[config.mk]
export PLATFORM = sky130hd
export DESIGN_NAME = execute_cycle_flat
export DESIGN_NICKNAME = d
export VERILOG_FILES = /design/src/rtl/execute_cycle_if.sv /design/src/rtl/execute_cycle.sv /design/src/flat_wrapper.sv
export SDC_FILE = /design/constraint.sdc
export NUM_CORES = 1
export LEC_CHECK = 0
export CORE_MARGIN = 1.5
export CORE_UTILIZATION = 58
export CTS_BUF_LIST = sky130_fd_sc_hd__clkbuf_4 sky130_fd_sc_hd__clkbuf_8
export DETAILED_ROUTE_END_ITERATION = 8
export HOLD_SLACK_MARGIN = 0.05
export PLACE_DENSITY = 0.9
export SLEW_MARGIN = 0
export SYNTH_ARGS = -nofsm -noshare
export SYNTH_HDL_FRONTEND = slang
export SYNTH_SLANG_ARGS = --single-unit
[constraint.sdc]
create_clock -name clk -period 22.8 [get_ports clk]
set_input_delay 6.84 -clock clk [delete_from_list [all_inputs] [get_ports clk]]
set_output_delay 6.84 -clock clk [all_outputs]
set_load 0.05 [all_outputs]
[src/rtl/execute_cycle_if.sv]
// Execute-stage signal bundle: ID/EX controls and operands in, EX/MEM register and branch/stall results out.
interface execute_cycle_if;
  logic        RegWriteE, MemWriteE, ResultSrcE, BranchE, ALUSrcE, MulE;
  logic [2:0]  ALUControlE;
  logic [31:0] RD1_E, RD2_E, Imm_Ext_E, PCE, PCPlus4E;
  logic [4:0]  RD_E;
  logic [1:0]  ForwardA_E, ForwardB_E;
  logic [31:0] ResultW;
  logic        PCSrcE;
  logic [31:0] PCTargetE;
  logic        StallE;
  logic        RegWriteM, MemWriteM, ResultSrcM;
  logic [4:0]  RD_M;
  logic [31:0] PCPlus4M, WriteDataM, ALU_ResultM;

  modport master (
    output RegWriteE, MemWriteE, ResultSrcE, BranchE, ALUSrcE, MulE, ALUControlE,
           RD1_E, RD2_E, Imm_Ext_E, PCE, PCPlus4E, RD_E, ForwardA_E, ForwardB_E, ResultW,
    input  PCSrcE, PCTargetE, StallE, RegWriteM, MemWriteM, ResultSrcM, RD_M,
           PCPlus4M, WriteDataM, ALU_ResultM
  );

  modport slave (
    input  RegWriteE, MemWriteE, ResultSrcE, BranchE, ALUSrcE, MulE, ALUControlE,
           RD1_E, RD2_E, Imm_Ext_E, PCE, PCPlus4E, RD_E, ForwardA_E, ForwardB_E, ResultW,
    output PCSrcE, PCTargetE, StallE, RegWriteM, MemWriteM, ResultSrcM, RD_M,
           PCPlus4M, WriteDataM, ALU_ResultM
  );
endinterface

[src/rtl/execute_cycle.sv]
// RISC-V style execute stage: forwarding, ALU, branch resolution, 32-cycle shift-add multiplier
// and the EX/MEM pipeline register.
module execute_cycle (
  input  logic            clk,
  input  logic            rst,
  execute_cycle_if.slave  ex
);

  typedef enum logic [1:0] {IDLE = 2'd0, MUL = 2'd1, DONE = 2'd2} state_t;

  state_t      state_q;
  logic [4:0]  cnt_q;
  logic [31:0] mcand_q, mplier_q, prod_q;

  logic        reg_write_q, mem_write_q, result_src_q;
  logic [4:0]  rd_q;
  logic [31:0] pc_plus4_q, write_data_q, alu_result_q;

  logic        reg_write_d, mem_write_d, result_src_d;
  logic [4:0]  rd_d;
  logic [31:0] pc_plus4_d, write_data_d, alu_result_d;

  logic [31:0] src_a_s, fwd_b_s, src_b_s, alu_s;
  logic        zero_s, stall_s;

  // Forwarding muxes; select 11 falls back to the register-file operand.
  always_comb begin
    case (ex.ForwardA_E)
      2'b01:   src_a_s = ex.ResultW;
      2'b10:   src_a_s = alu_result_q;
      default: src_a_s = ex.RD1_E;
    endcase
    case (ex.ForwardB_E)
      2'b01:   fwd_b_s = ex.ResultW;
      2'b10:   fwd_b_s = alu_result_q;
      default: fwd_b_s = ex.RD2_E;
    endcase
    if (ex.ALUSrcE) begin
      src_b_s = ex.Imm_Ext_E;
    end else begin
      src_b_s = fwd_b_s;
    end
  end

  // ALU; unlisted operation codes produce zero.
  always_comb begin
    case (ex.ALUControlE)
      3'b000:  alu_s = src_a_s + src_b_s;
      3'b001:  alu_s = src_a_s - src_b_s;
      3'b010:  alu_s = src_a_s & src_b_s;
      3'b011:  alu_s = src_a_s | src_b_s;
      3'b101:  alu_s = ($signed(src_a_s) < $signed(src_b_s)) ? 32'd1 : 32'd0;
      default: alu_s = 32'd0;
    endcase
  end

  assign zero_s       = (alu_s == 32'd0);
  assign stall_s      = ((state_q == IDLE) && ex.MulE) || (state_q == MUL);
  assign ex.PCSrcE    = ex.BranchE & zero_s & ~ex.MulE;
  assign ex.PCTargetE = ex.PCE + ex.Imm_Ext_E;
  assign ex.StallE    = stall_s;

  // EX/MEM next value: bubble while stalled, product in DONE, ALU result otherwise.
  always_comb begin
    reg_write_d  = 1'b0;
    mem_write_d  = 1'b0;
    result_src_d = 1'b0;
    rd_d         = 5'd0;
    pc_plus4_d   = 32'd0;
    write_data_d = 32'd0;
    alu_result_d = 32'd0;
    if (stall_s) begin
      reg_write_d  = 1'b0;
      mem_write_d  = 1'b0;
    end else if (state_q == DONE) begin
      reg_write_d  = ex.RegWriteE;
      mem_write_d  = ex.MemWriteE;
      result_src_d = ex.ResultSrcE;
      rd_d         = ex.RD_E;
      pc_plus4_d   = ex.PCPlus4E;
      alu_result_d = prod_q;
    end else begin
      reg_write_d  = ex.RegWriteE;
      mem_write_d  = ex.MemWriteE;
      result_src_d = ex.ResultSrcE;
      rd_d         = ex.RD_E;
      pc_plus4_d   = ex.PCPlus4E;
      write_data_d = fwd_b_s;
      alu_result_d = alu_s;
    end
  end

  // Multiply FSM, multiplier datapath and EX/MEM register.
  always_ff @(posedge clk) begin
    if (!rst) begin
      state_q      <= IDLE;
      cnt_q        <= 5'd0;
      mcand_q      <= 32'd0;
      mplier_q     <= 32'd0;
      prod_q       <= 32'd0;
      reg_write_q  <= 1'b0;
      mem_write_q  <= 1'b0;
      result_src_q <= 1'b0;
      rd_q         <= 5'd0;
      pc_plus4_q   <= 32'd0;
      write_data_q <= 32'd0;
      alu_result_q <= 32'd0;
    end else begin
      reg_write_q  <= reg_write_d;
      mem_write_q  <= mem_write_d;
      result_src_q <= result_src_d;
      rd_q         <= rd_d;
      pc_plus4_q   <= pc_plus4_d;
      write_data_q <= write_data_d;
      alu_result_q <= alu_result_d;
      case (state_q)
        IDLE: begin
          if (ex.MulE) begin
            // Operands are latched here so later forwarding changes cannot disturb the product.
            mcand_q  <= src_a_s;
            mplier_q <= fwd_b_s;
            prod_q   <= 32'd0;
            cnt_q    <= 5'd0;
            state_q  <= MUL;
          end else begin
            state_q  <= IDLE;
          end
        end
        MUL: begin
          prod_q   <= prod_q + (mplier_q[0] ? mcand_q : 32'd0);
          mcand_q  <= {mcand_q[30:0], 1'b0};
          mplier_q <= {1'b0, mplier_q[31:1]};
          cnt_q    <= cnt_q + 5'd1;
          if (cnt_q == 5'd31) begin
            state_q <= DONE;
          end else begin
            state_q <= MUL;
          end
        end
        DONE:    state_q <= IDLE;
        default: state_q <= IDLE;
      endcase
    end
  end

  assign ex.RegWriteM   = reg_write_q;
  assign ex.MemWriteM   = mem_write_q;
  assign ex.ResultSrcM  = result_src_q;
  assign ex.RD_M        = rd_q;
  assign ex.PCPlus4M    = pc_plus4_q;
  assign ex.WriteDataM  = write_data_q;
  assign ex.ALU_ResultM = alu_result_q;

endmodule

[src/flat_wrapper.sv]
// flat-port wrapper written by rule: the top's interface ports become plain ports
module execute_cycle_flat 
  (clk, rst, ex_RegWriteE, ex_MemWriteE, ex_ResultSrcE, ex_BranchE, ex_ALUSrcE, ex_MulE, ex_ALUControlE, ex_RD1_E, ex_RD2_E, ex_Imm_Ext_E, ex_PCE, ex_PCPlus4E, ex_RD_E, ex_ForwardA_E, ex_ForwardB_E, ex_ResultW, ex_PCSrcE, ex_PCTargetE, ex_StallE, ex_RegWriteM, ex_MemWriteM, ex_ResultSrcM, ex_RD_M, ex_PCPlus4M, ex_WriteDataM, ex_ALU_ResultM);
  execute_cycle_if ex_i ();
  input  logic clk;
  input  logic rst;
  input wire logic [$bits(ex_i.RegWriteE)-1:0] ex_RegWriteE;
  input wire logic [$bits(ex_i.MemWriteE)-1:0] ex_MemWriteE;
  input wire logic [$bits(ex_i.ResultSrcE)-1:0] ex_ResultSrcE;
  input wire logic [$bits(ex_i.BranchE)-1:0] ex_BranchE;
  input wire logic [$bits(ex_i.ALUSrcE)-1:0] ex_ALUSrcE;
  input wire logic [$bits(ex_i.MulE)-1:0] ex_MulE;
  input wire logic [$bits(ex_i.ALUControlE)-1:0] ex_ALUControlE;
  input wire logic [$bits(ex_i.RD1_E)-1:0] ex_RD1_E;
  input wire logic [$bits(ex_i.RD2_E)-1:0] ex_RD2_E;
  input wire logic [$bits(ex_i.Imm_Ext_E)-1:0] ex_Imm_Ext_E;
  input wire logic [$bits(ex_i.PCE)-1:0] ex_PCE;
  input wire logic [$bits(ex_i.PCPlus4E)-1:0] ex_PCPlus4E;
  input wire logic [$bits(ex_i.RD_E)-1:0] ex_RD_E;
  input wire logic [$bits(ex_i.ForwardA_E)-1:0] ex_ForwardA_E;
  input wire logic [$bits(ex_i.ForwardB_E)-1:0] ex_ForwardB_E;
  input wire logic [$bits(ex_i.ResultW)-1:0] ex_ResultW;
  output wire logic [$bits(ex_i.PCSrcE)-1:0] ex_PCSrcE;
  output wire logic [$bits(ex_i.PCTargetE)-1:0] ex_PCTargetE;
  output wire logic [$bits(ex_i.StallE)-1:0] ex_StallE;
  output wire logic [$bits(ex_i.RegWriteM)-1:0] ex_RegWriteM;
  output wire logic [$bits(ex_i.MemWriteM)-1:0] ex_MemWriteM;
  output wire logic [$bits(ex_i.ResultSrcM)-1:0] ex_ResultSrcM;
  output wire logic [$bits(ex_i.RD_M)-1:0] ex_RD_M;
  output wire logic [$bits(ex_i.PCPlus4M)-1:0] ex_PCPlus4M;
  output wire logic [$bits(ex_i.WriteDataM)-1:0] ex_WriteDataM;
  output wire logic [$bits(ex_i.ALU_ResultM)-1:0] ex_ALU_ResultM;
  assign ex_i.RegWriteE = ex_RegWriteE;
  assign ex_i.MemWriteE = ex_MemWriteE;
  assign ex_i.ResultSrcE = ex_ResultSrcE;
  assign ex_i.BranchE = ex_BranchE;
  assign ex_i.ALUSrcE = ex_ALUSrcE;
  assign ex_i.MulE = ex_MulE;
  assign ex_i.ALUControlE = ex_ALUControlE;
  assign ex_i.RD1_E = ex_RD1_E;
  assign ex_i.RD2_E = ex_RD2_E;
  assign ex_i.Imm_Ext_E = ex_Imm_Ext_E;
  assign ex_i.PCE = ex_PCE;
  assign ex_i.PCPlus4E = ex_PCPlus4E;
  assign ex_i.RD_E = ex_RD_E;
  assign ex_i.ForwardA_E = ex_ForwardA_E;
  assign ex_i.ForwardB_E = ex_ForwardB_E;
  assign ex_i.ResultW = ex_ResultW;
  assign ex_PCSrcE = ex_i.PCSrcE;
  assign ex_PCTargetE = ex_i.PCTargetE;
  assign ex_StallE = ex_i.StallE;
  assign ex_RegWriteM = ex_i.RegWriteM;
  assign ex_MemWriteM = ex_i.MemWriteM;
  assign ex_ResultSrcM = ex_i.ResultSrcM;
  assign ex_RD_M = ex_i.RD_M;
  assign ex_PCPlus4M = ex_i.PCPlus4M;
  assign ex_WriteDataM = ex_i.WriteDataM;
  assign ex_ALU_ResultM = ex_i.ALU_ResultM;
  execute_cycle u_core (.clk(clk), .rst(rst), .ex(ex_i));
endmodule
==> summary.txt <==
Status
  • Status: finished, final reports clean

Power and ir drop
  • Leak: slightly below 9 nW
  • Comb pwr share: 0.400
  • Peak supply drop: 43.11 µV
  • Cell-internal power: roughly 0.00078 W
  • NetSw: about 0.00053 W
  • Clock Power Share: 0.302
  • Cell Pwr Density: 63.10 nW/µm²
  • Power Total: 0.001314 W
  • Switching share of power: 0.4054
  • Seq pwr share: 0.298

Clocking
  • Post-cts hold buffer count: 0
  • Clk sink count: 207
  • Worst-path clk slew: 60 ps
  • TritonCTS clock tree: done
  • H-Tree Depth: 2
  • CTS Buf Count: 38
  • Latest clock arrival within the worst-skew pair: about 570 ps
  • CTS max path bufs: 3
  • Post-CTS sizing: 0
  • Root buffer cell: clkbuf_8
  • Post-CTS Setup Bufs: 0

Worst setup path
  • Critical Path RT: 15,960 ps
  • Setup Crit Path Kind: input pin to output pin
  • Worst path arrival time: roughly 15,000 ps
  • CP Capture Type: output pin
  • CP Launch Type: input pin
  • Worst Path Max Fanout: 17

Yosys
  • Gate count after technology mapping: 2,159
  • Number of synthesized register bits: 207
  • EDFF count, synth: 0
  • Area share of the largest cell type after synthesis: 0.2534
  • Average cell area after synthesis: about 7.6 µm²
  • Top cells by area, synth: dfxtp_1, ha_1, a21oi_1, a22oi_1, o21ai_0
  • Dominant cell type by area after synthesis: dfxtp_1
  • Register area share after synthesis: 0.2534
  • Post-Syn Area: ~16,000 µm²
  • Synth unique cells: a little over 80
  • Count leader, synth: nor2_1
  • Post-synth top flop: dfxtp_1
  • Mapped Nets: about 2,600
  • Synth warn: 0
  • Asr flop ratio synth: 0
  • Post-synth top cells: nor2_1, dfxtp_1, a21oi_1

GRT
  • All-Layer GR Usage: 0.4796
  • Largest net degree at the start of global routing: 65
  • Vias in the first global route: between 15,000 and 20,000
  • First-pass GRT wire length: between 100 and 150 mm
  • Gr ovfl total: 0
  • Initial antenna violation count: 4

Cells and area
  • Register area: just over 4000 µm²
  • Footprint of the multi-input gates: between 10,000 and 15,000 µm²
  • Fillers: approximately 2,000
  • Final Net Count: between 2,000 and 3,000
  • Area Growth Syn to Fin: 27.32%
  • Finished Core Util: 0.7496
  • Layout cell share with drive strength beyond 1: 0.05020

Floorplan
  • Initial Util: 0.5887
  • Std-Cell Rows: ~60
  • Core area: 27,780 µm²
  • Chip width: around 170 µm
  • Die area: between 20,000 and 30,000 µm²
  • Boundary Pins: 350
  • Die H: about 170 µm

Routing
  • Via Count: 19,300
  • Drt wl/cell: around 25 µm
  • Starting DRT DRC Count: ~3,300
  • Detailed-route DRC error count: 0
  • DR vias/cell: 6.770
  • WL final: between 70 and 80 mm
  • Drt first pass iters: 6
  • Post-route ant nets: 0

STA
  • Final Hold Viols: 0
  • Maximum clock rate: 46.29 MHz
  • Final clock skew: 18.69 ps
  • Worst hold slack: between 400 and 500 ps
  • Post-route minimum period: about 22,000 ps
  • Sum Neg Setup Slack: 0 ps
  • Worst-Margin Slew: between 1000 and 1500 ps
  • Final slew viol count: 0
  • Worst slew margin: 0.09061
  • Setup violators final: 0
  • Fin crit share: 0.9475
  • RSZ-0062 raised after global routing: false

Flow run
  • Max-cap violations: 0

Placement
  • Placer's final routability congestion estimate: approximately 1.1
  • HPWL after DPL: around 55 mm
  • I/O Buffers: 349

Worst hold path
  • HP Class: flop to flop
[stage by stage]
step | setup slack, ps | std cells | instance area [µm²]
finish | 1198 | 2851 | 20820
global route | 1175 | 2849 | 20820
CTS | 1728 | 2848 | 20820
detailed placement | 1795 | 2781 | 19980
global placement | 1908 | 2781 | 19980
floorplan | 4101 | 2159 | 16360
[layer usage]
metal  up-vias  wire [µm]  global-route usage
li1       8373          -                   -
met1      8916      25990              0.5777
met2      1654      30980              0.7400
met3       353      10490              0.1605
met4         4       5096              0.2902
met5         -         22                   0
[placed cells by master (no fill, tap or decap), types with 50 or more instances in the layout]
| cell | count |
|---|---|
| a21oi_1 | 200 |
| dfxtp_1 | 207 |
| nor2_1 | 227 |
| ha_1 | 176 |
| inv_1 | 122 |
| o21ai_0 | 184 |
| a22oi_1 | 130 |
| nand3_1 | 53 |
| clkdlybuf4s50_1 | 347 |
| and3_1 | 50 |
| nand2_1 | 150 |
[cell families (layout without fill, tap and decap cells)]
group | count (synthesis) | count (layout) | synth area share
buffers and inverters | 250 | 561 | 0.05936
other | 0 | 3 | 0
adders and majority gates | 182 | 182 | 0.1411
DFF | 207 | 207 | 0.2534
xor gates and xnor gates | 70 | 70 | 0.03748
muxes | 11 | 11 | 0.007497
and+or+nand+nor | 666 | 666 | 0.1948
AOI/OAI and AO/OA | 773 | 773 | 0.3065
[path summary, 6_finish.rpt]
| path | depth (start not counted) | end | slack (ps) | start |
|---|---|---|---|---|
| max reg2reg | 17 | u_core.ex.ALU_ResultM[24]$_SDFF_PP0_ | 17790 | u_core.ex.ALU_ResultM[0]$_SDFF_PP0_ |
| min reg2reg | 2 | u_core.mplier_q[8]$_SDFFE_PN0P_ | 480 | u_core.mplier_q[8]$_SDFFE_PN0P_ |
| min | 2 | u_core.mplier_q[8]$_SDFFE_PN0P_ | 480 | u_core.mplier_q[8]$_SDFFE_PN0P_ |
| max | 22 | ex_PCSrcE | 1200 | ex_ForwardB_E[0] |
[cell type report]
type,instances,share of cell area
antenna,3,0.0003605
timing repair buffer,371,0.1752
sequential,207,0.1990
tap,378,0.02271
clock inverter,10,0.004807
inverter,123,0.02217
multi-input combinational,1702,0.5405
clock buffer,57,0.03527
[flip-flops by register name, summed over array words and instances, names as in the netlist]
register               flops
u_core.ex.WriteDataM      32
u_core.mplier_q           32
u_core.ex.ResultSrcM       1
u_core.ex.RegWriteM        1
u_core.mcand_q            32
u_core.ex.PCPlus4M        32
u_core.cnt_q               5
u_core.ex.MemWriteM        1
u_core.ex.ALU_ResultM     32
u_core.state_q             2
u_core.prod_q             32
u_core.ex.RD_M             5
[worst max-delay path, stage by stage]
cell	delay [ps]
clkdlybuf4s50_1	540
ha_1	710
buf_4	360
a22oi_1	100
nor2_1	100
a21oi_1	120
o21ai_0	430
ha_1	320
inv_1	90
fa_1	460
nand2b_1	180
a211oi_1	380
o211ai_1	240
a211oi_1	680
o21ai_0	260
a32oi_1	280
mux2i_1	410
nand4_1	140
nor4_1	520
nand4_1	150
nor3_1	480
clkdlybuf4s50_1	930
[power groups by stage]
stage	Combinational (W)	Clock (W)	Sequential (W)
final	0.000526	0.000397	0.000391
after detailed placement	0.000502	0	0.000397
after global routing	0.000551	0.000407	0.000391
after CTS	0.000506	0.000393	0.000390
after floorplan	0.000301	0	0.000419
after global placement	0.000497	0	0.000397
Note: power is estimated with default switching activity, not from simulation.
